**src/rtl/mul_div_unit.sv**
```systemverilog
// Iterative 32-bit unsigned multiply/divide unit (MUL, MULHU, DIVU, REMU).
// Processes one bit per cycle. Divide-by-zero bypasses the iterative phase.
module mul_div_unit #(
  parameter int unsigned DATA_WIDTH     = 32,
  parameter int unsigned REG_ADDR_WIDTH = 5
) (
  input  logic                      clk,
  input  logic                      reset,
  input  logic                      start,
  input  logic [1:0]                op,
  input  logic [DATA_WIDTH-1:0]     operand_a,
  input  logic [DATA_WIDTH-1:0]     operand_b,
  input  logic [REG_ADDR_WIDTH-1:0] dest_register,
  output logic                      busy,
  output logic                      done,
  output logic [DATA_WIDTH-1:0]     result,
  output logic [REG_ADDR_WIDTH-1:0] result_register
);

  localparam int unsigned W  = DATA_WIDTH;
  localparam int unsigned CW = $clog2(DATA_WIDTH);

  typedef enum logic [1:0] {IDLE, RUN, DONE} state_t;

  state_t                    state_q;
  logic [CW-1:0]             cnt_q;
  logic [1:0]                op_q;
  logic [W-1:0]              opnd_q;
  logic [2*W-1:0]            prod_q;
  logic [W-1:0]              rem_q;
  logic [REG_ADDR_WIDTH-1:0] dest_q;
  logic                      done_q;
  logic [W-1:0]              result_q;
  logic [REG_ADDR_WIDTH-1:0] rreg_q;

  logic [W:0]     mul_sum;
  logic [2*W-1:0] mul_d;
  logic [W:0]     trial;
  logic           qbit;
  logic [W-1:0]   rem_d;
  logic [W-1:0]   quot_d;
  logic [W-1:0]   res_d;

  // Multiply keeps the multiplier in prod_q[W-1:0]; divide keeps the
  // dividend/quotient there and the partial remainder in rem_q.
  always_comb begin
    mul_sum = {1'b0, prod_q[2*W-1:W]} + (prod_q[0] ? {1'b0, opnd_q} : {(W+1){1'b0}});
    mul_d   = {mul_sum, prod_q[W-1:1]};
    trial   = {rem_q, prod_q[W-1]};
    qbit    = trial[W] | (trial[W-1:0] >= opnd_q);
    rem_d   = qbit ? (trial[W-1:0] - opnd_q) : trial[W-1:0];
    quot_d  = {prod_q[W-2:0], qbit};
    case (op_q)
      2'b00:   res_d = mul_d[W-1:0];
      2'b01:   res_d = mul_d[2*W-1:W];
      2'b10:   res_d = quot_d;
      default: res_d = rem_d;
    endcase
  end

  always_ff @(posedge clk or posedge reset) begin
    if (reset) begin
      state_q  <= IDLE;
      cnt_q    <= '0;
      op_q     <= '0;
      opnd_q   <= '0;
      prod_q   <= '0;
      rem_q    <= '0;
      dest_q   <= '0;
      done_q   <= 1'b0;
      result_q <= '0;
      rreg_q   <= '0;
    end else begin
      case (state_q)
        IDLE: begin
          done_q <= 1'b0;
          cnt_q  <= '0;
          if (start) begin
            op_q   <= op;
            dest_q <= dest_register;
            rem_q  <= '0;
            if (op[1] && operand_b == '0) begin
              state_q  <= DONE;
              done_q   <= 1'b1;
              result_q <= op[0] ? operand_a : '1;
              rreg_q   <= dest_register;
            end else if (op[1]) begin
              state_q <= RUN;
              opnd_q  <= operand_b;
              prod_q  <= {{W{1'b0}}, operand_a};
            end else begin
              state_q <= RUN;
              opnd_q  <= operand_a;
              prod_q  <= {{W{1'b0}}, operand_b};
            end
          end
        end
        RUN: begin
          cnt_q <= cnt_q + CW'(1);
          if (op_q[1]) begin
            prod_q <= {{W{1'b0}}, quot_d};
            rem_q  <= rem_d;
          end else begin
            prod_q <= mul_d;
          end
          if (cnt_q == CW'(W - 1)) begin
            state_q  <= DONE;
            done_q   <= 1'b1;
            result_q <= res_d;
            rreg_q   <= dest_q;
          end
        end
        default: begin
          state_q <= IDLE;
          done_q  <= 1'b0;
        end
      endcase
    end
  end

  assign busy            = (state_q != IDLE);
  assign done            = done_q;
  assign result          = result_q;
  assign result_register = rreg_q;

endmodule

```
**config.mk**
```make
export PLATFORM = sky130hd
export DESIGN_NAME = mul_div_unit
export DESIGN_NICKNAME = d
export VERILOG_FILES = /design/src/rtl/mul_div_unit.sv
export SDC_FILE = /design/constraint.sdc
export NUM_CORES = 1
export LEC_CHECK = 0
export ABC_AREA = 1
export CORE_ASPECT_RATIO = 1.4
export CORE_MARGIN = 2
export CORE_UTILIZATION = 54
export CTS_CLUSTER_DIAMETER = 50
export CTS_CLUSTER_SIZE = 40
export DETAILED_ROUTE_END_ITERATION = 10
export PLACE_DENSITY = 0.72
export RECOVER_POWER = 25
export SLEW_MARGIN = 10
export SYNTH_ARGS = -nofsm -noshare
export SYNTH_HDL_FRONTEND = slang
export SYNTH_SLANG_ARGS = --single-unit
```
**constraint.sdc**
```tcl
create_clock -name clk -period 19.7 [get_ports clk]
set_input_delay 5.91 -clock clk [delete_from_list [all_inputs] [get_ports clk]]
set_output_delay 5.91 -clock clk [all_outputs]
set_load 0.1 [all_outputs]
```
==> impl_metrics.py <==
metrics = {
    "run_status": {
        "status": "complete, but fails checks",
        "violations": "capacitance limit, slew limit",
    },
    "floorplanning": {
        "fp-row-count": 71,
        "core_sq_um": 26800,
        "die-width_um": 144,
        "die_area_sq_um": 28600,
        "start_util_pct": 54.9,
        "ioPinCount": 113,
        "die_h_um": 199,
    },
    "yosys": {
        "syn-num-nets": 2512,
        "yosys_register_bits": 180,
        "synthXorXnorAreaFrac_pct": 1.72,
        "synth_compound_area_share_pct": 11.5,
        "ys_seq_area_share_pct": 30.6,
        "synthAdderAreaFrac_pct": 5.88,
        "syn_inst": 2370,
        "ys_warn_count": 0,
        "netlist_area_sq_um": 14700,
        "synthDistinctLibCells": 43,
        "synth_top_family_by_area": "simple AND/OR/NAND/NOR gates",
        "synthMuxAreaShare_pct": 0,
        "synth_area_per_cell_sq_um": 6.21,
        "synthSimpleGateAreaFrac_pct": 38.7,
    },
    "global_routing": {
        "grt_pass1_wl_um": 75900,
        "grt_pass1_vias": 14370,
        "grt_max_degree": 103,
        "grtUsageTotal_pct": 34.4,
        "gr-total-overflow": 0,
        "grt_antenna_before_repair": 4,
    },
    "drt": {
        "drtPass1Iterations": 6,
        "routed_via_density": 5.40,
        "vias": 15181,
        "routedWlPerCell_um": 17.3,
        "dr.first_iter.drc_count": 1388,
        "postRouteAntennaNets": 0,
        "drcViolationCount": 0,
        "drt-total-wl_um": 48600,
    },
    "power_and_ir_drop": {
        "power.total_mw": 3.04,
        "leakage_nw": 9.24,
        "pwr-share-clk_pct": 11.6,
        "sw_frac_of_total_pct": 57.0,
        "max-vdd-ir-drop_mv": 0.125,
        "cellPowerDensity_nw_per_um2": 183,
        "pwr-share-seq_pct": 21.5,
        "power.internal_mw": 1.31,
        "power_frac_comb_pct": 67.0,
        "switchingPower_mw": 1.73,
    },
    "setup_path": {
        "critical_path_class": "primary input to async pin",
        "path_depth": 3,
        "cp.arrival_ns": 10.30,
        "crit_path_top_delay_cell": "clkinvlp_2",
        "crit_family": "buffers and inverters",
        "start_kind": "primary input",
        "critPathMaxFanout": 102,
        "cp_slowest_stage_delay_ns": 2.60,
        "crit_required_ns": 20.11,
        "path_cells": "dlygate4sd3_1 -> clkinvlp_2 -> buf_4",
        "path_buf_inv": 3,
        "end_kind": "async pin",
        "rr_worst_depth": 6,
    },
    "clock_tree": {
        "cts.sinks": 180,
        "cts_hold_buf": 0,
        "root_buffer": "clkbuf_16",
        "clk_path_buf_depth": 2,
        "cts_setup_buffers": 0,
        "cts_buffers": 17,
        "clk_pin_slew_worst_paths_ns": 0.07,
        "clock_latency_ns": 0.45,
        "htree_levels": 4,
        "cts_tree": "done",
        "cts_resized": 0,
    },
    "cells_and_area": {
        "final_nets": 2573,
        "design_area_sq_um": 16600,
        "final_common_cell": "nand2_1",
        "drive_gt1_share_pct": 5.03,
        "final_cells": 2811,
        "final_cell_mix": "nand2_1 (902), inv_1 (341), nand3_1 (187)",
        "syn2layout_area_growth_pct": 13.1,
        "n_fill_cell": 2677,
    },
    "timing": {
        "worstMarginPinSlew_ns": 4.65,
        "rsz0062_at_grt": "false",
        "setup_viol": 0,
        "fin_skew_ns": 0.0117,
        "min_period_ns": 9.88,
        "worst_slack_ns": 9.82,
        "drv_slew": 154,
        "fin_crit_sh_pct": 50.2,
        "tns_ns": 0,
        "max_freq_ghz": 0.101,
        "hold_viol": 0,
        "max-slew-margin-rel_pct": -212,
    },
    "placement": {
        "pre_cts_slack_ns": 10.86,
        "dp_hpwl_um": 38100,
        "place_area_sq_um": 16000,
        "gp_congestion": 1.04,
        "io_buffers": 112,
        "place_inst": 2776,
    },
    "job": {
        "max-cap-violations": 2,
    },
    "hold_path": {
        "worstHoldPathType": "flip-flop to flip-flop",
        "holdPathStages": 1,
    },
}
-- stage by stage --
| step | hold WS, ns | util [%] |
|---|---|---|
| final | 0.474 | 62.1 |
| after global routing | 0.503 | 62.0 |
| after CTS | 0.470 | 62.0 |
| after detailed placement | 0.459 | 59.8 |
| after global placement | 0.448 | 59.8 |
| after floorplan | 0.437 | - |
-- power by group through the flow --
| stage | Clock (mW) | Sequential (mW) | Combinational, mW |
|---|---|---|---|
| finish | 0.352 | 0.654 | 2.04 |
| global route | 0.371 | 0.667 | 2.25 |
| CTS | 0.355 | 0.649 | 2.02 |
| detailed placement | 0 | 0.652 | 2.01 |
| global placement | 0 | 0.652 | 1.98 |
| floorplan | 0 | 0.880 | 1.27 |
-- worst paths after layout --
path	from	endpoint	slack, ns
worst min-delay path	cnt_q[3]	cnt_q[3]	0.47
max in group clk	operand_b[19]	prod_q[3]	11.23
worst max register to register	state_q[1]	result[4]	15.91
worst min register to register	cnt_q[3]	cnt_q[3]	0.47
min in group asynchronous	reset	opnd_q[3]	7.34
worst max-delay path	reset	result[25]	9.82
-- area by class of cell --
class                   count  area (sq um)  share of cell area (%)
flip-flops and latches    180          4500                    27.1
repair buffers            126          1230                    7.39
clock buffers              18           439                    2.64
inverters                 353          1330                    7.97
clock inverters            14           153                   0.917
multi-input cells        1753          8530                    51.3
well taps                 365           457                    2.74
diodes                      2          5.00                  0.0301
-- metal layers --
metal | vias to the layer above | wire length, um | GRT usage [%]
met1 | 7068 | 21000 | 46.6
met2 | 463 | 22900 | 55.8
li1 | 7579 | - | -
met5 | - | 23 | 0
met4 | 4 | 1510 | 11.7
met3 | 67 | 3070 | 5.70
-- kinds of logic (layout without fill, tap and decap cells) --
kind of cell / after synthesis / in the layout
buffers and inverters: 437 / 511
and+or+nand+nor: 1358 / 1358
AOI/OAI and AO/OA: 298 / 298
adders and majority gates: 68 / 68
DFF: 180 / 180
xor gates and xnor gates: 29 / 29
other: 0 / 2
-- Yosys cell counts (all sizes together) --
cell | count | area share, %
xnor2 | 10 | 0.59
nand3 | 188 | 6.4
nor4 | 7 | 0.30
a221o | 1 | 0.068
or2 | 33 | 1.4
o21ai | 152 | 5.2
nor3 | 46 | 1.6
nand3b | 9 | 0.46
a22o | 17 | 1.0
nand2 | 921 | 24
ha | 66 | 5.6
nand4 | 12 | 0.51
o22ai | 4 | 0.17
and2 | 4 | 0.17
o21a | 2 | 0.10
a21oi | 73 | 2.5
o211ai | 37 | 1.9
inv | 351 | 8.9
clkinv | 2 | 0.051
a31oi | 1 | 0.043
clkbuf | 53 | 1.4
and3 | 1 | 0.043
nor2 | 137 | 3.8
xor2 | 19 | 1.1
fa | 2 | 0.27
dfrtp | 180 | 31
buf | 31 | 1.3
o21bai | 11 | 0.56
-- worst reg2reg max path, stage by stage (launching register included) --
cell and delay (ns):
dfrtp_1 0.43, nor2_1 0.37, clkbuf_1 1.82, o211ai_1 0.62, o21bai_1 0.34, nand2_1 0.07
nand2_1 0.05
-- registers in the layout, indices dropped and copies added (netlist names) --
| register | count |
|---|---|
| cnt_q | 5 |
| dest_q | 5 |
| done | 1 |
| op_q | 2 |
| opnd_q | 32 |
| prod_q | 64 |
| rem_q | 32 |
| result | 32 |
| result_register | 5 |
| state_q | 2 |
(Power assumes the default switching activity.)
